## src/rtl/cam_capture.sv

```systemverilog
`default_nettype none
// -----------------------------------------------------------------------------
// cam_capture: captures one RGB565 camera frame and writes it as RGB332 pixels
// Rev 1.0
// -----------------------------------------------------------------------------
module cam_capture #(
    parameter int IMG_W  = 160,
    parameter int IMG_H  = 120,
    parameter int ADDR_W = 15
) (
    input  logic              clk,
    input  logic              rst,
    input  logic              pclk,
    input  logic              href,
    input  logic              vsync,
    input  logic [7:0]        px_data,
    input  logic              start,
    output logic [ADDR_W-1:0] mem_addr,
    output logic [7:0]        mem_data,
    output logic              mem_we,
    output logic              busy,
    output logic              done,
    output logic              overflow
);

    typedef enum logic [1:0] {
        IDLE       = 2'd0,
        WAIT_VS_HI = 2'd1,
        WAIT_VS_LO = 2'd2,
        CAPTURE    = 2'd3
    } state_t;

    localparam logic [ADDR_W:0] c_NPIX = (ADDR_W+1)'(IMG_W * IMG_H);

    logic              pclk_s1_q, pclk_s2_q, pclk_prev_q;
    logic              href_s1_q, href_s2_q;
    logic              vsync_s1_q, vsync_s2_q;
    logic [7:0]        px_s1_q, px_s2_q;

    state_t            state_q;
    logic              phase_q;
    logic [5:0]        hi_q;
    logic [ADDR_W-1:0] mem_addr_q;
    logic [7:0]        mem_data_q;
    logic              mem_we_q;
    logic              busy_q;
    logic              done_q;
    logic              overflow_q;

    logic              pclk_rise;
    logic              byte_take;
    logic              full;
    logic              pix_wr;
    logic [7:0]        rgb332_d;

    always_ff @(posedge clk or negedge rst) begin
        if (!rst) begin
            pclk_s1_q   <= 1'b0;
            pclk_s2_q   <= 1'b0;
            pclk_prev_q <= 1'b0;
            href_s1_q   <= 1'b0;
            href_s2_q   <= 1'b0;
            vsync_s1_q  <= 1'b0;
            vsync_s2_q  <= 1'b0;
            px_s1_q     <= 8'h00;
            px_s2_q     <= 8'h00;
        end else begin
            pclk_s1_q   <= pclk;
            pclk_s2_q   <= pclk_s1_q;
            pclk_prev_q <= pclk_s2_q;
            href_s1_q   <= href;
            href_s2_q   <= href_s1_q;
            vsync_s1_q  <= vsync;
            vsync_s2_q  <= vsync_s1_q;
            px_s1_q     <= px_data;
            px_s2_q     <= px_s1_q;
        end
    end

    assign pclk_rise = pclk_s2_q & ~pclk_prev_q;
    assign byte_take = (state_q == CAPTURE) && pclk_rise && href_s2_q;
    assign full      = ({1'b0, mem_addr_q} >= c_NPIX);
    assign pix_wr    = byte_take && phase_q && !full;
    // Only the RGB565 bits that survive the RGB332 reduction are kept.
    assign rgb332_d  = {hi_q, px_s2_q[4:3]};

    always_ff @(posedge clk or negedge rst) begin
        if (!rst) begin
            state_q    <= IDLE;
            phase_q    <= 1'b0;
            hi_q       <= 6'h00;
            mem_addr_q <= '0;
            mem_data_q <= 8'h00;
            mem_we_q   <= 1'b0;
            busy_q     <= 1'b0;
            done_q     <= 1'b0;
            overflow_q <= 1'b0;
        end else begin
            mem_we_q <= 1'b0;
            if (mem_we_q) begin
                mem_addr_q <= mem_addr_q + ADDR_W'(1);
            end
            if (!href_s2_q) begin
                phase_q <= 1'b0;
            end
            case (state_q)
                IDLE: begin
                    if (start) begin
                        state_q    <= WAIT_VS_HI;
                        busy_q     <= 1'b1;
                        done_q     <= 1'b0;
                        overflow_q <= 1'b0;
                        mem_addr_q <= '0;
                        phase_q    <= 1'b0;
                    end
                end
                WAIT_VS_HI: begin
                    if (vsync_s2_q) state_q <= WAIT_VS_LO;
                end
                WAIT_VS_LO: begin
                    if (!vsync_s2_q) state_q <= CAPTURE;
                end
                CAPTURE: begin
                    if (byte_take) begin
                        phase_q <= ~phase_q;
                        if (!phase_q) begin
                            hi_q <= {px_s2_q[7:5], px_s2_q[2:0]};
                        end else if (full) begin
                            overflow_q <= 1'b1;
                        end else begin
                            mem_we_q   <= 1'b1;
                            mem_data_q <= rgb332_d;
                        end
                    end
                    // A write issued this cycle holds off frame end by one clk.
                    if (vsync_s2_q && !pix_wr) begin
                        state_q <= IDLE;
                        busy_q  <= 1'b0;
                        done_q  <= 1'b1;
                    end
                end
                default: state_q <= IDLE;
            endcase
        end
    end

    assign mem_addr = mem_addr_q;
    assign mem_data = mem_data_q;
    assign mem_we   = mem_we_q;
    assign busy     = busy_q;
    assign done     = done_q;
    assign overflow = overflow_q;

endmodule
`default_nettype wire

```

## config.mk

```make
export PLATFORM = sky130hd
export DESIGN_NAME = cam_capture
export DESIGN_NICKNAME = d
export VERILOG_FILES = /design/src/rtl/cam_capture.sv
export SDC_FILE = /design/constraint.sdc
export NUM_CORES = 1
export LEC_CHECK = 0
export CORE_ASPECT_RATIO = 1.2
export CORE_UTILIZATION = 35
export DETAILED_ROUTE_END_ITERATION = 12
export PLACE_DENSITY_LB_ADDON = 0.3
export SKIP_CTS_REPAIR_TIMING = 1
export SYNTH_ARGS = -nofsm -noshare
export SYNTH_HDL_FRONTEND = slang
export SYNTH_SLANG_ARGS = --single-unit
```

## constraint.sdc

```tcl
create_clock -name clk -period 2 [get_ports clk]
set_clock_uncertainty 0.15 [all_clocks]
set_input_delay 0.2 -clock clk [delete_from_list [all_inputs] [get_ports clk]]
set_output_delay 0.2 -clock clk [all_outputs]
set_load 0.05 [all_outputs]
```

# Word level (Yosys, flattened, before mapping)
# Index checks and enable logic that the tools add are counted.
[op_classes] addsub=1 n_lt_le_gt_ge=1 n_eq_ne=10 mux=26 bitwise=4 reduce_logical=14
[op_table] cell="two-way mux 15 bit" count=3
[op_table] cell="adder 15 x 1 -> 15 bit, second input constant" count=1
[op_table] cell=">= comparator 15 bit, second input constant" count=1
[op_table] cell="two-way mux 1 bit" count=14
[op_table] cell="!= test 2 bit, second input constant" count=6
[op_table] cell="two-way mux 2 bit" count=4
[op_table] cell="case mux 1 bit (2 select lines)" count=4
[op_table] cell="case mux 2 bit (4 select lines)" count=1
[op_table] cell="AND reduction 4 bit" count=2
[op_table] cell="AND reduction 3 bit" count=2
[op_table] cell="logical AND 1 bit" count=5
[op_table] cell="AND reduction 5 bit" count=1
[op_table] cell="== test 2 bit, second input constant" count=2
[op_table] cell="inverter 1 bit" count=3
[op_table] cell="== test 2 x 1 -> 1 bit, second input constant" count=1
[op_table] cell="zero test 1 bit" count=2
[op_table] cell="zero test 2 bit" count=1
[op_table] cell="!= test 2 x 1 -> 1 bit, second input constant" count=1
[op_table] cell="nonzero test 2 bit" count=1
[op_table] cell="AND 1 bit" count=1
[word_totals] ff_bits=59 out_inout_bits=27

# Logic depth before layout (Yosys ltp)
[depth] depth_word=10 ltp_mapped=7 ltp_nobuf=6

# Worst setup path after synthesis
# Ideal clock, no wire load.
[synth_timing] path_type="register -> register" startpoint="register mem_addr_q[8] (netlist: mem_addr[8])" endpoint="register mem_data_q[4] (netlist: mem_data[4])" setup_ps=125 arrival_ps=1678 path_slack_ps=47 stages_incl_launch_ff=5 n_path_buf=1 synth_period_minus_slack_ps=1953 cell_sequence="dfrtp_1 -> a2111oi_4 -> o211ai_4 -> buf_6 -> mux2_4"
[synth_via] elab_chain_cells=3
[synth_rtl] item="from (decl)" line_no="43" rtl="logic [ADDR_W-1:0] mem_addr_q;"
[synth_rtl] item="from (signal assigned)" line_no="101" rtl="mem_addr_q <= mem_addr_q + ADDR_W'(1);"
[synth_rtl] item=">= comparator 15 bit" line_no="82" rtl="assign full = ({1'b0, mem_addr_q} >= c_NPIX);"
[synth_rtl] item="inverter 1 bit (no source line)"
[synth_rtl] item="AND reduction 4 bit (no source line)"
[synth_rtl] item="to (signal assigned)" line_no="132" rtl="mem_data_q <= rgb332_d;"
[synth_rtl] item="to (decl)" line_no="44" rtl="logic [7:0] mem_data_q;"
# No other way between the ends.
# A chain may end at the register's enable or synchronous reset.

# Worst setup path after layout
[layout_timing] startpoint="register mem_addr_q[5] (netlist: mem_addr[5])" endpoint="output mem_addr[5]"
[layout_rtl] item="to (decl)" line_no="18" rtl="output logic [ADDR_W-1:0] mem_addr,"
# No word-level cell between the ends.

==> summary.txt <==
Run status
  – Status: finished clean

Worst setup path
  – CP required: 1.65 ns
  – R2R depth: 5
  – Setup crit end kind: primary output
  – Worst Setup SP: mem_addr[5]$_DFF_PN0_
  – Critical R2R Capture: state_q[1]$_DFFE_PN0P_
  – CP arrival: 1.59 ns
  – Crit path max fanout: 5
  – RR Startpoint: state_q[0]$_DFFE_PN0P_
  – Critical path buffers and inverters: 1
  – R2R setup slack: 0.15 ns
  – WP depth: 1
  – Critical path's top delay family: buffers and inverters
  – Worst Setup Start Kind: flip-flop
  – Worst-path cell chain: clkdlybuf4s50_1
  – Kind of critical path: flip-flop to primary output
  – Worst setup endpoint: mem_addr[5]
  – Crit-path slowest cell: clkdlybuf4s50_1
  – Critical Path Max Stage Delay: 0.83 ns

Clocking
  – Deepest clock path buffer count: 2
  – H-Tree Depth: 3
  – CTS tree: done
  – CTS Buf Count: 9
  – Later-pin clock latency in the skew report: 0.33 ns
  – Reg clk slew, reported paths: 0.07 ns
  – CTS sink cnt: 59
  – Clock root cell: clkbuf_8

Route
  – DRC: 0
  – DR iter-0 viols: 101
  – Routed len/inst: 13.1 um
  – Vias per std cell: 4.72
  – Drt total wl: 4300 um
  – Vias: 1554
  – Detail Route Antenna Nets: 0
  – First drt pass iteration count: 4

Finish
  – P&R area growth vs syn: 31.2%
  – Nets: 259
  – Fraction of layout cells with a size suffix above 1: 0.201
  – Fill cells: 598
  – Cell Count, Final, Fillers Out: 329
  – Antenna cells: 0

Yosys
  – Synth top area cells: dfrtp_1, mux2_2, ha_1, nor2_1, nand2_1
  – Synth top cells by count: dfrtp_1, nor2_1, nand2_1
  – Commonest register cell after synthesis: dfrtp_1
  – Cells after synthesis: 188
  – Syn Area/Cell: 12.6 sq um
  – Sequential share of the synthesized area: 0.621
  – Syn Nets: 208
  – Synth unique cells: 39
  – Post-synth ARST share: 1.00
  – Post-synth EDFFs: 0
  – Syn Std Cell Area: 2380 sq um
  – Most common cell in the netlist: dfrtp_1
  – Biggest area consumer among synthesized cells: dfrtp_1
  – Synth warn: 0
  – Yosys reg bits: 59
  – Top cell type's share of synthesized area: 0.621

Place
  – Placed Cells: 312
  – Post-DP HPWL: 2850 um
  – Setup WS pre-CTS: 0.170 ns
  – Global placement routability congestion: 0.768
  – IO Port Bufs: 40

Global routing
  – Vias in the first global route: 1561
  – Initial antenna violation count: 0
  – Largest net degree at the start of global routing: 60
  – Total congestion overflow: 0
  – Gr usage total: 0.141
  – First-pass GRT wire length: 7450 um

Floorplan
  – Starting Density: 0.366
  – Die W: 77.2 um
  – Die area: 7120 sq um
  – IO Pins: 41
  – Die Y: 92.3 um
  – # rows: 32
  – Core area: 6490 sq um

Power
  – IR drop worst, VDD: 0.511 mV
  – PwrDens: 1040 nW/um^2
  – Post-layout power: 0.00324 W
  – Static leakage: 1.44 nW

STA
  – Setup Viol. Count Final: 0
  – Final Max Tran Viols: 0
  – Relative slew slack: 0.628
  – Final worst-path setup slack: 0.0560 ns
  – Final setup TNS: 0 ns
  – Hold WS: 0.147 ns
  – Tightest Pin Transition: 0.556 ns
  – RSZ-0062 raised after global routing: false
  – Period utilization: 0.972
  – Crit path time final: 1.94 ns
  – Hold Violations, Final: 0
  – Max Clk Rate: 0.514 GHz

Job
  – Max Cap Viol: 0

Worst hold path
  – Min-Delay Startpoint: px_data[5]
  – Min-delay worst type: input port to flip-flop
## per-stage QoR
stage | utilization | area [sq um]
floorplan | - | 2380
global placement | 0.443 | 2870
detailed placement | 0.443 | 2870
CTS | 0.478 | 3100
global route | 0.481 | 3120
finish | 0.481 | 3120
## how the worst min path moves through the flow
stage                                 to  slack, ns  depth (start not counted)
floorplan               busy$_DFFE_PN0P_      -0.25                          0
global placement    px_s1_q[6]$_DFF_PN0_       0.08                          2
detailed placement  px_s1_q[6]$_DFF_PN0_       0.08                          2
CTS                  hi_q[4]$_DFFE_PN0P_      -0.29                          2
global route        px_s1_q[5]$_DFF_PN0_       0.12                          1
finish              px_s1_q[5]$_DFF_PN0_       0.15                          1
## area by class of cell
type / count / area, sq um / share of cell area
timing repair buffer: 46 / 440 / 0.141
inverter: 8 / 30.0 / 0.00963
clock inverter: 5 / 85.1 / 0.0273
tap: 85 / 106 / 0.0341
multi-input combinational: 115 / 837 / 0.269
sequential: 59 / 1480 / 0.474
clock buffer: 11 / 141 / 0.0454
## sequential cells by signal, summed over array words and instances, names as in the netlist, 2 cells and up
| signal | flops |
|---|---|
| hi_q | 6 |
| mem_addr | 15 |
| px_s1_q | 8 |
| px_s2_q | 8 |
| state_q | 2 |
| mem_data | 8 |
## cells by family after synthesis
| logic type | synth area share |
|---|---|
| muxes | 0.0837 |
| and+or+nand+nor | 0.125 |
| AOI/OAI and AO/OA | 0.0822 |
| DFF | 0.621 |
| xor gates and xnor gates | 0.0295 |
| adders and majority gates | 0.0316 |
| buffers and inverters | 0.0263 |
## layout by cell type (no fill, tap or decap), types with 5 or more instances in the layout
cell type and n:
a21oi_1 9, clkdlybuf4s50_1 27, nand2_1 14, inv_1 8, dfrtp_1 59, nand4_1 5, buf_4 13, o21ai_0 6
clkbuf_8 10, mux2_2 11, nor2_1 15, ha_1 6
## per-layer routing
metal,vias up,global-route usage,part of all wire,wire length (um)
met5,-,0,0,0
met2,37,0.201,0.46,1970
met1,755,0.181,0.47,2000
li1,757,-,-,-
met4,0,0.0755,0.018,79
met3,5,0.0577,0.056,242
## power breakdown
| group | internal (W) | switching [W] | total (W) |
|---|---|---|---|
| Clock | 0.000742 | 0.000478 | 0.00122 |
| Combinational | 0.000270 | 0.000347 | 0.000617 |
| Sequential | 0.00132 | 0.0000755 | 0.00140 |
Note: power is estimated with default switching activity, not from simulation.
==> variant (same settings) <==
Put one more register stage on the output `mem_data`, with the module's reset. The value now appears one clock later. The other outputs are not delayed to match.
--- a/src/rtl/cam_capture.sv
+++ b/src/rtl/cam_capture.sv
@@ -147,3 +147,9 @@
     assign mem_addr = mem_addr_q;
-    assign mem_data = mem_data_q;
+    always_ff @(posedge clk or negedge rst) begin
+        if (!rst) begin
+            mem_data <= '0;
+        end else begin
+            mem_data <= mem_data_q;
+        end
+    end
     assign mem_we   = mem_we_q;
Behaviour: not the same (a bounded check fails within 10 cycles, from zero or initial values and one cycle with rst low).
==> variant against the unedited design <==
- routed wire length down 5.9%
- cell area up 5.1%
- total power down 2.4%
- sequential cell count up 8
- setup slack better by 19 ps
- critical endpoint is now mem_addr[4]
- synthesized area up 6.8%
- final cell count up 0.91%
==> variant: results <==
timing:
  slew_headroom: 0.668
  holdWs_ps: 157
run_status:
  outcome: "complete, no violations"
global_routing:
  grt_max_degree: 36
  gr-usage-all-layers: 0.125
  grt_pass1_vias: 1482
  grtUsageMet2: 0.187
placed_design:
  place_ws_ps: 192
  dpl.hpwl_mm: 2.80
  place_inst: 315
  place_area_mm2: 0.00309
finish:
  nNetsFinal: 260
  num-fill-cells: 659
  drive_gt1_frac: 0.200
min_path:
  holdCritStartpoint: "px_data[3]"
drt:
  wl_met1_mm: 1.91
  firstDrtPassIters: 6
  dr_wl_met2_mm: 1.90
  drt_iter0_markers: 42
  wl_mm: 4.04
  dr_wl_met3_um: 184
  vias_per_cell: 4.62
  routedWlPerCell_um: 12.2
logic_synthesis:
  ys_seq_area_frac: 0.661
  synthTopCellsByArea: "dfrtp_1 (66%), mux2_2 (4.0%), mux2_4 (3.6%)"
  synth_cell_types: 38
critical_path:
  r2r_cells: 4
  reg2reg_slack_ps: 200
  r2r_end: "mem_data_q[6]"
  r2r_start: "mem_addr[13]"
pwr:
  irDropWorstVdd_mv: 0.422
  p_leak_nw: 1.60
[variant: changes by cell type in the layout (fill, tap and decap cells not counted), moves of 2 or more]
cell	delta
dfrtp_1	+7
mux2_2	-2
xor2_1	+3
clkdlybuf4s50_1	+4
and4_1	+3
bufinv_16	-2
nor4_1	-3
clkinv_2	+3
a21oi_1	-3
nand2_1	-8
mux2_4	+3
o21ai_0	-2
nor3_1	-2
[variant: area by class of cell]
class	instances	area, µm²	area share
multi-input combinational	102	797	0.243
timing repair buffer	52	500	0.153
tap	87	109	0.0332
clock buffer	11	131	0.0401
sequential	67	1680	0.512
clock inverter	5	30.0	0.00917
inverter	8	30.0	0.00917
[variant: where the power goes]
part / switching [mW] / internal [mW]
Clock: 0.488 / 0.444
Combinational: 0.355 / 0.288
Sequential: 0.0821 / 1.50
Total: 0.925 / 2.23
[variant: logic make-up (layout without fill, tap and decap cells)]
| logic type | Yosys count | after routing | synth area share |
|---|---|---|---|
| DFF | 67 | 67 | 0.661 |
| and+or+nand+nor | 47 | 47 | 0.100 |
| AOI/OAI and AO/OA | 21 | 21 | 0.0626 |
| muxes | 18 | 18 | 0.0873 |
| buffers and inverters | 14 | 76 | 0.0251 |
| xor gates and xnor gates | 10 | 10 | 0.0345 |
| adders and majority gates | 6 | 6 | 0.0296 |
[variant: worst max-delay path by stage]
stage,startpoint,end,slack [ps],cells past startpoint
floorplan,mem_addr[1],mem_addr[14],3,6
detailed placement,mem_addr[13],state_q[1],190,4
CTS,mem_addr[9],mem_addr[9],-20,1
global route,mem_addr[11],mem_addr[11],5,1
finish,mem_addr[4],mem_addr[4],70,1
global placement,mem_addr[13],mem_data_q[3],260,4
[variant: worst reg2reg max path: stages, from the launching register on]
cell and delay (ps):
dfrtp_1 460, o31ai_1 410, o211ai_2 170, buf_4 200
mux2_4 300
